**src/rtl/fetch_ctrl_pkg.sv**
```systemverilog
// Shared fetch-stage definitions: instruction format, HALT opcode, FSM states
// and the queue entry payload.
package fetch_ctrl_pkg;

   localparam int unsigned WIDTH   = 32;
   localparam int unsigned PC_W    = 32;
   localparam int unsigned OPC_MSB = 31;
   localparam int unsigned OPC_LSB = 27;

   localparam logic [OPC_MSB-OPC_LSB:0] HALT = 5'h1F;

   typedef enum logic [1:0] {
      FS_IDLE      = 2'd0,
      FS_FETCH     = 2'd1,
      FS_HALT_WAIT = 2'd2,
      FS_HALTED    = 2'd3
   } fetch_state_e;

   typedef struct packed {
      logic [WIDTH-1:0] inst;
      logic [PC_W-1:0]  pc;
   } fq_entry_t;

   function automatic logic is_halt(input logic [WIDTH-1:0] inst);
      return inst[OPC_MSB:OPC_LSB] == HALT;
   endfunction

endpackage

```
**src/rtl/fetch_queue.sv**
```systemverilog
// Two-entry circular FIFO between fetch and decode, with a flush that
// discards everything in one cycle.
module fetch_queue #(
   parameter int unsigned DATA_W = 64
) (
   input  logic              clk,
   input  logic              rst,
   input  logic              push,
   input  logic              pop,
   input  logic              flush,
   input  logic [DATA_W-1:0] wdata,
   output logic [DATA_W-1:0] rdata,
   output logic [1:0]        count
);

   logic [DATA_W-1:0] mem_q [2];
   logic [DATA_W-1:0] mem_d [2];
   logic              rd_ptr_q, rd_ptr_d;
   logic              wr_ptr_q, wr_ptr_d;
   logic [1:0]        count_q, count_d;

   always_comb begin
      mem_d    = mem_q;
      rd_ptr_d = rd_ptr_q;
      wr_ptr_d = wr_ptr_q;
      count_d  = count_q;
      if (flush) begin
         rd_ptr_d = 1'b0;
         wr_ptr_d = 1'b0;
         count_d  = 2'd0;
      end else begin
         if (push) begin
            mem_d[wr_ptr_q] = wdata;
            wr_ptr_d        = ~wr_ptr_q;
         end
         if (pop) begin
            rd_ptr_d = ~rd_ptr_q;
         end
         case ({push, pop})
            2'b10:   count_d = count_q + 2'd1;
            2'b01:   count_d = count_q - 2'd1;
            default: count_d = count_q;
         endcase
      end
   end

   always_ff @(posedge clk) begin
      if (rst) begin
         mem_q[0] <= '0;
         mem_q[1] <= '0;
         rd_ptr_q <= 1'b0;
         wr_ptr_q <= 1'b0;
         count_q  <= 2'd0;
      end else begin
         mem_q    <= mem_d;
         rd_ptr_q <= rd_ptr_d;
         wr_ptr_q <= wr_ptr_d;
         count_q  <= count_d;
      end
   end

   assign rdata = mem_q[rd_ptr_q];
   assign count = count_q;

endmodule

```
**src/rtl/fetch_ctrl.sv**
```systemverilog
// Instruction-fetch sequencer: owns the PC, reads instr_mem, buffers words for
// decode and handles redirects, HALT and out-of-range faults.
module fetch_ctrl
   import fetch_ctrl_pkg::*;
#(
   parameter int unsigned BOOT_PC   = 0,
   parameter int unsigned MEM_DEPTH = 16
) (
   input  logic             clk,
   input  logic             rst,
   input  logic             start,
   output logic [PC_W-1:0]  imem_pc,
   input  logic [WIDTH-1:0] imem_inst,
   output logic             dec_valid,
   output logic [WIDTH-1:0] dec_inst,
   output logic [PC_W-1:0]  dec_pc,
   input  logic             dec_ready,
   input  logic             redirect_valid,
   input  logic [PC_W-1:0]  redirect_pc,
   output logic             halted,
   output logic             fault
);

   fetch_state_e    state_q, state_d;
   logic [PC_W-1:0] pc_q, pc_d;
   logic            fault_q, fault_d;
   logic            halted_q, halted_d;

   fq_entry_t       q_wdata, q_rdata;
   logic [1:0]      q_count;
   logic            q_push, q_pop, q_flush;
   logic            active, redirect, drained;

   fetch_queue #(
      .DATA_W ($bits(fq_entry_t))
   ) u_queue (
      .clk   (clk),
      .rst   (rst),
      .push  (q_push),
      .pop   (q_pop),
      .flush (q_flush),
      .wdata (q_wdata),
      .rdata (q_rdata),
      .count (q_count)
   );

   // Next state, PC and queue control; redirect outranks both fetch and pop.
   always_comb begin
      state_d  = state_q;
      pc_d     = pc_q;
      fault_d  = fault_q;
      q_push   = 1'b0;
      q_flush  = 1'b0;
      q_wdata  = '{inst: imem_inst, pc: pc_q};
      active   = (state_q == FS_FETCH) || (state_q == FS_HALT_WAIT);
      q_pop    = active && (q_count != 2'd0) && dec_ready;
      redirect = active && redirect_valid;
      drained  = (q_count == 2'd0) || ((q_count == 2'd1) && q_pop);

      case (state_q)
         FS_IDLE: begin
            if (start) begin
               pc_d    = PC_W'(BOOT_PC);
               state_d = FS_FETCH;
            end
         end
         FS_FETCH: begin
            if (redirect) begin
               q_flush = 1'b1;
               pc_d    = redirect_pc;
            end else if ((q_count < 2'd2) || q_pop) begin
               if (pc_q >= PC_W'(MEM_DEPTH)) begin
                  fault_d = 1'b1;
                  state_d = FS_HALT_WAIT;
               end else begin
                  q_push = 1'b1;
                  pc_d   = pc_q + PC_W'(1);
                  if (is_halt(imem_inst)) begin
                     state_d = FS_HALT_WAIT;
                  end
               end
            end
         end
         FS_HALT_WAIT: begin
            // A redirect revives fetch only when the stop came from HALT.
            if (redirect) begin
               q_flush = 1'b1;
               pc_d    = redirect_pc;
               if (!fault_q) begin
                  state_d = FS_FETCH;
               end
            end else if (drained) begin
               state_d = FS_HALTED;
            end
         end
         default: begin
            state_d = state_q;
         end
      endcase

      halted_d = (state_d == FS_HALTED);
   end

   always_ff @(posedge clk) begin
      if (rst) begin
         state_q  <= FS_IDLE;
         pc_q     <= '0;
         fault_q  <= 1'b0;
         halted_q <= 1'b0;
      end else begin
         state_q  <= state_d;
         pc_q     <= pc_d;
         fault_q  <= fault_d;
         halted_q <= halted_d;
      end
   end

   assign imem_pc   = pc_q;
   assign dec_valid = (q_count != 2'd0);
   assign dec_inst  = q_rdata.inst;
   assign dec_pc    = q_rdata.pc;
   assign halted    = halted_q;
   assign fault     = fault_q;

endmodule

```
**config.mk**
```make
export PLATFORM = sky130hd
export DESIGN_NAME = fetch_ctrl
export DESIGN_NICKNAME = d
export VERILOG_FILES = /design/src/rtl/fetch_ctrl_pkg.sv /design/src/rtl/fetch_queue.sv /design/src/rtl/fetch_ctrl.sv
export SDC_FILE = /design/constraint.sdc
export NUM_CORES = 1
export LEC_CHECK = 0
export CELL_PAD_IN_SITES_DETAIL_PLACEMENT = 1
export CELL_PAD_IN_SITES_GLOBAL_PLACEMENT = 1
export CORE_MARGIN = 2
export CORE_UTILIZATION = 35
export CTS_BUF_LIST = sky130_fd_sc_hd__clkbuf_16
export DETAILED_ROUTE_END_ITERATION = 6
export PLACE_DENSITY_LB_ADDON = 0.1
export SYNTH_ARGS = -nofsm -noshare
export SYNTH_HDL_FRONTEND = slang
export SYNTH_SLANG_ARGS = --single-unit
```
**constraint.sdc**
```tcl
create_clock -name clk -period 2.27 [get_ports clk]
set_input_delay 0.454 -clock clk [delete_from_list [all_inputs] [get_ports clk]]
set_output_delay 0.454 -clock clk [all_outputs]
set_load 0.03 [all_outputs]
```
Yosys cells after proc, flatten, opt, wreduce, memory -nomap -nowiden
Cells that the tools add are included.
{"block": "op_classes", "addsub": 3, "multipliers": 0, "div": 0, "magnitude_cmp": 5, "n_eq_ne": 11, "shifts": 0, "mux": 28, "n_bitwise": 6, "n_reduce_logical": 18}
{"cell": "$mux 64", "count": 4}
{"cell": "$mux 32", "count": 5}
{"cell": "$bwmux 128", "count": 1}
{"cell": "$pmux 32 s3", "count": 1}
{"cell": "$demux 64 s1", "count": 1}
{"cell": "$add 32x1->32 const B", "count": 1}
{"cell": "$ge 32x5->1 const B", "count": 1}
{"cell": "$mux 2", "count": 8}
{"cell": "$eq 2x1->1 const B", "count": 3}
{"cell": "$eq 2x2->1 const B", "count": 3}
{"cell": "$mux 1", "count": 6}
{"cell": "$pmux 2 s3", "count": 1}
{"cell": "$eq 5x5->1 const B", "count": 1}
{"cell": "$logic_and 1x1->1", "count": 5}
{"cell": "$reduce_and 5->1", "count": 1}
{"cell": "$ge 2x2->1 const B", "count": 2}
{"cell": "$logic_not 2->1", "count": 2}
{"cell": "$ne 2x2->1 const B", "count": 2}
{"cell": "$not 1->1", "count": 4}
{"cell": "$not 1->2", "count": 2}
{"cell": "$pmux 2 s2", "count": 1}
{"cell": "$reduce_and 4->1", "count": 1}
{"cell": "$reduce_bool 2->1", "count": 2}
{"cell": "$reduce_or 2->1", "count": 2}
{"cell": "other kinds (9)", "count": 11}
{"block": "word_totals", "reg_bits": 168, "latch_bits": 0, "ramBits": 0, "romBits": 0, "inputBits": 69, "output_inout_bits": 99, "word_cells": 80, "n_memories": 0}

Longest topological paths before layout
{"block": "logic_depth", "word_depth": 10, "ltp_mapped": 12}

Hierarchy
From an unflattened synthesis, not the netlist that was laid out.
{"block": "hier_totals", "hier_cells": 923, "area_unflattened_um2": 7656.1}
{"mod": "fetch_queue", "n_inst": 1, "cells_each": 646, "area_each_um2": 5373.9, "seq_area_each_um2": 2642.5}
{"mod": "fetch_ctrl", "n_inst": 1, "cells_each": 277, "area_each_um2": 2282.2, "seq_area_each_um2": 720.7}

Worst setup path after synthesis
OpenSTA, ideal clock, no wires.
{"block": "synth_timing", "path_kind": "flip-flop to flip-flop", "start": "reg state_q[0]", "end": "reg u_queue.count_q[1], in the netlist u_queue.count[1]", "setup_time_ns": 0.114, "t_arrival_ns": 2.389, "slack_ns": -0.234, "stages_incl_launch_ff": 10, "path_buffers": 1, "path_cell_list": "dfxtp_1 inv_1 ha_1 buf_4 a21boi_2 o21ai_2 nor3_4 inv_1 ha_1 a2111oi_0"}
{"block": "synth_via", "elab_chain_len": 10}
{"item": "start: declaration", "line_no": "fetch_ctrl.sv:24", "text": "fetch_state_e state_q, state_d;"}
{"item": "start signal: assignment", "line_no": "fetch_ctrl.sv:111", "text": "state_q <= state_d;"}
{"item": "$eq 2x1->1 / $eq 2x2->1 (equally long branches)", "line_no": "fetch_ctrl.sv:55, fetch_ctrl.sv:60"}
{"item": "$logic_or 1x1->1", "line_no": "fetch_ctrl.sv:55", "text": "active = (state_q == FS_FETCH) || (state_q == FS_HALT_WAIT);"}
{"item": "$logic_and 1x1->1 (2 in series)", "line_no": "fetch_ctrl.sv:56", "text": "q_pop = active && (q_count != 2'd0) && dec_ready;"}
{"item": "$logic_or 1x1->1", "line_no": "fetch_ctrl.sv:71", "text": "end else if ((q_count < 2'd2) || q_pop) begin"}
{"item": "$mux 1", "line_no": "fetch_ctrl.sv:71"}
{"item": "$mux 1", "line_no": "fetch_ctrl.sv:68", "text": "if (redirect) begin"}
{"item": "$mux 1", "line_no": "fetch_ctrl.sv:60", "text": "case (state_q)"}
{"item": "$eq 2x1->1 / $eq 2x2->1 (equally long branches)", "line_no": "fetch_queue.sv:39", "text": "case ({push, pop})"}
{"item": "$pmux 2 s2 / $reduce_bool 2->1 (equally long branches)"}
{"item": "end signal: assignment", "line_no": "fetch_queue.sv:58", "text": "count_q <= count_d;"}
{"item": "end: declaration", "line_no": "fetch_queue.sv:20", "text": "logic [1:0] count_q, count_d;"}
Several ways; a longest one is shown, not always the timed one.
A chain may end at the register's enable or synchronous reset.

Worst setup path in the final report
{"block": "layout_timing", "start": "reg u_queue.rd_ptr_q", "end": "out dec_pc[1]"}
{"block": "layout_via", "elab_chain_len": 4}
{"item": "start: declaration", "line_no": "fetch_queue.sv:18", "text": "logic rd_ptr_q, rd_ptr_d;"}
{"item": "start signal: assignment", "line_no": "fetch_queue.sv:56", "text": "rd_ptr_q <= rd_ptr_d;"}
{"item": "$not 1->2 (not written as such)", "line_no": "fetch_queue.sv:62", "text": "assign rdata = mem_q[rd_ptr_q];"}
{"item": "$mux 64 (not written as such) (3 in series)", "line_no": "fetch_queue.sv:62"}
{"item": "end: declaration", "line_no": "fetch_ctrl.sv:16", "text": "output logic [PC_W-1:0] dec_pc,"}
Every way passes these cells. The select of a mux whose other input is x is not followed.

==> summary.md <==
| Metric | Value |
|---|---|
| Finished Cell Area | `between 10000 and 15000 sq um` |
| Critical path class | `reg -> out` |
| Total Routing Usage GR | `around 20%` |
| Detail Placement HPWL | `15300 um` |
| Top FF cell, synth | `dfxtp_1` |
| H-tree levels | `4` |
| Die height | `about 150 um` |
| Switching Share | `a little under two fifths` |
| Synth Area in XOR/XNOR | `0.821%` |
| Critical path, cell by cell | `clkbuf_16, mux2_2, clkdlybuf4s15_1` |
| Routed vias | `between 6000 and 7000` |
| Adder-Cell Fraction of Synth Area | `between 1.5 and 2%` |
| Clock power frac | `between 30% and 40%` |
| Req. time, crit path | `about 1800 ps` |
| Final hold vios | `0` |
| Post-route ant nets | `0` |
| Detailed-route DRC error count | `0` |
| DR vias/cell | `~5.1` |
| IO Pins | `168` |
| Top delay family on crit path | `buffers and inverters` |
| First drt pass iteration count | `4` |
| Max-Cap Viols | `0` |
| Main combinational cell family by area after synthesis | `simple AND/OR/NAND/NOR gates` |
| Tcrit/Tclk final | `between 90% and 100%` |
| Layout fillers | `about 2400` |
| Comb pwr share | `a little over a third` |
| Simple-gate portion of the synthesized area | `between 10% and 20%` |
| FFs w/ async S/R, synth | `0%` |
| Internal | `roughly 0.0063 W` |
| CTS tree | `yes` |
| Outcome | `finished clean` |
| FMAX | `between 400 and 500 MHz` |
| Power Dens Cells | `961 nW/um^2` |
| Slew @ Worst Pin | `915 ps` |
| Hold Crit Class | `in -> reg` |
| Gp weighted congestion | `0.832` |
| First-pass GRT wire length | `between 30000 and 40000 um` |
| Largest stage delay, worst path | `430 ps` |
| Vias in the first global route | `approximately 7000` |
| LEAKAGE | `around 4.3 nW` |
| Power share of the sequential group | `about a third` |
| I/O Buffers | `between 150 and 200` |
| Switching power | `0.00375 W` |
| TNS Setup | `0 ps` |
| Setup WS post-layout | `roughly 67 ps` |
| Crit path DAT | `about 1800 ps` |
| Yosys warnings | `0` |
| #FFs+latches synth | `about 170` |
| Final non-filler cell total | `1259` |
| Clock sinks | `between 150 and 200` |
| Final setup vio count | `0` |
| Initial antenna violation count | `0` |
| Worst vdd ir | `0.541 mV` |
| DIE WIDTH | `about 150 um` |
| Synth Cell Area | `between 7000 and 8000 sq um` |
| Critical-path maximum fanout | `13` |
| Clock transition at path regs | `70 ps` |
| Register area share after synthesis | `between 40% and 50%` |
| CTS Buffer Depth | `2` |
| Crit path capture type | `primary output` |
| Initial Util | `a little over a third` |
| Placed inst area | `~10000 sq um` |
| Number of diodes | `0` |
| Final nets | `1049` |
| Die area | `roughly 23000 sq um` |
| Reg2reg path depth | `12` |
| Placeable Area | `21000 sq um` |
| Max-slew headroom | `39.0%` |
| Hold_buf cts | `0` |
| Post-synth net total | `835` |
| Syn avg cell area | `slightly below 10 sq um` |
| EDFF count, synth | `0` |
| Pin count of the biggest net entering global routing | `80` |
| Overall Power | `between 0.01 and 0.015 W` |
| Yosys cell types | `65` |
| Clock Tree Root | `clkbuf_16` |
| Routed length per instance | `around 18 um` |
| Buf/Inv on CP | `2` |
| Initial drt markers | `~190` |
| Minimum clock period | `between 2000 and 2500 ps` |
| Pre-CTS WS | `-294 ps` |
| Std cell rows | `53` |
| Placed Cells incl. Taps | `1211` |
| Crit-path slowest cell | `dfxtp_4` |
| Worst hold path stage count | `2` |
| CTS Buf Count | `17` |
| Clk_lat worst skew | `430 ps` |
| Synthesis-to-finish area growth | `39.3%` |
| Synth Instances | `757` |
| Skew final | `around 9.6 ps` |
| CP startpoint kind | `flip-flop` |
| Final slew viol count | `0` |
| Synth Area in Compound Gates | `a little over an eighth` |
| Mux contribution to synthesized area | `between 10 and 15%` |
| Routed WL | `22100 um` |
| Layout cells sized above 1 | `between 20 and 30%` |
| Total gr overflow | `0` |
| Critical path depth | `3` |
[metrics by stage]
stage | hold slack (ps) | utilization, %
detailed placement | 438 | 46.5
floorplan | 424 | -
global route | 377 | 49.7
global placement | 436 | 46.5
finish | 369 | 49.7
CTS | 361 | 49.4
[area by class of cell]
cell class	count	area, sq um	area share (%)
Timing Repair Buffer	240	2170	20.9
Clock inverter	15	209	2.01
Sequential cell	168	3370	32.4
Tap cell	275	344	3.31
Multi-Input combinational cell	529	3820	36.7
Inverter	15	56.3	0.541
Clock buffer	17	425	4.09
[sequential cells by signal, summed over array words and instances (netlist names)]
signal and flops:
u_queue.count 2, state_q 2, halted 1, u_queue.mem_q 128, fault 1, u_queue.rd_ptr_q 1
u_queue.wr_ptr_q 1, imem_pc 32
[power groups by stage]
| stage | registers [W] | clock network (W) | logic (W) |
|---|---|---|---|
| floorplan | 0.00341 | 0 | 0.00225 |
| global route | 0.00339 | 0.00327 | 0.00391 |
| finish | 0.00335 | 0.00303 | 0.00361 |
| detailed placement | 0.00341 | 0 | 0.00363 |
| global placement | 0.00339 | 0 | 0.00353 |
| CTS | 0.00335 | 0.00312 | 0.00357 |
[cell usage in the layout, fill, tap and decap left out, drive strengths merged, types with 12 or more instances in the layout]
cell type,count
mux2i,36
nor2,50
and2,60
nor4,12
a21oi,46
nand2,105
inv,23
nand3,16
mux2,65
clkdlybuf4s50,101
o21ai,16
o31ai,12
dfxtp,168
a22o,23
buf,73
clkbuf,59
clkdlybuf4s15,20
[cell families after synthesis]
| family | count (synthesis) |
|---|---|
| AND/OR/NAND/NOR | 279 |
| multiplexers | 101 |
| buffers and inverters | 60 |
| XOR/XNOR | 7 |
| flip-flops | 168 |
| AO/OA/AOI/OAI | 133 |
| adder cells (fa/ha/maj) | 9 |
[final timing paths]
path	start	endpoint	slack, ps
setup / recovery	u_queue.rd_ptr_q	dec_pc[1]	70
hold / removal	rst	u_queue.rd_ptr_q	370
setup reg to reg	state_q[0]	u_queue.count[1]	110
hold reg to reg	u_queue.mem_q[97]	u_queue.mem_q[97]	450
[Yosys cell counts, types with 2 or more instances]
cell	count	area share, %
nor2b_1	3	0.25
xnor2_1	3	0.35
nor3_1	7	0.47
o31ai_1	11	1.1
nand3b_1	2	0.20
a31oi_1	3	0.25
nand3_1	15	1.0
nand2_1	95	4.8
and2_1	59	4.9
ha_1	9	1.5
a21oi_1	31	2.1
a22oi_1	2	0.20
buf_2	5	0.33
mux2i_1	36	4.8
o2bb2ai_1	8	0.94
a22o_1	23	2.7
nor3b_1	2	0.20
mux2_2	65	9.8
clkbuf_1	25	1.3
nor4_4	5	1.4
xor2_1	4	0.47
a21o_1	2	0.20
inv_1	15	0.75
nor4_1	6	0.50
o211ai_1	2	0.20
buf_6	10	1.5
o21ai_0	15	1.0
nand2_2	10	0.84
o41ai_1	3	0.35
a21oi_2	15	1.8
nor2_1	50	2.5
and3_1	3	0.25
a2111oi_0	2	0.23
nand4_1	9	0.75
nand2b_1	4	0.33
dfxtp_1	168	45
buf_12	2	0.54
[metal layers]
layer	global-route usage, %	vias up	part of all wire (%)
met4	5.14	0	1.2
met1	24.5	3119	44
li1	-	3089	-
met5	0	-	0
met2	34.1	149	49
met3	5.45	24	5.5
[worst reg2reg max path: stages, from the launching register on]
cell	delay [ps]
dfxtp_2	340
inv_2	60
ha_4	240
buf_4	150
a21boi_4	170
buf_6	130
o21ai_4	70
nor3_4	120
inv_1	100
ha_4	170
xor2_2	130
nor2_1	70
a2111oi_2	300
[what timing repair did]
item                       4_1_cts  5_1_grt
pin swaps                        0        3
setup endpoints to repair       73      148
setup buffers                    1       12
gates resized for setup         96       97
gates cloned                     0        3
Power figures use the tool's default switching activity.
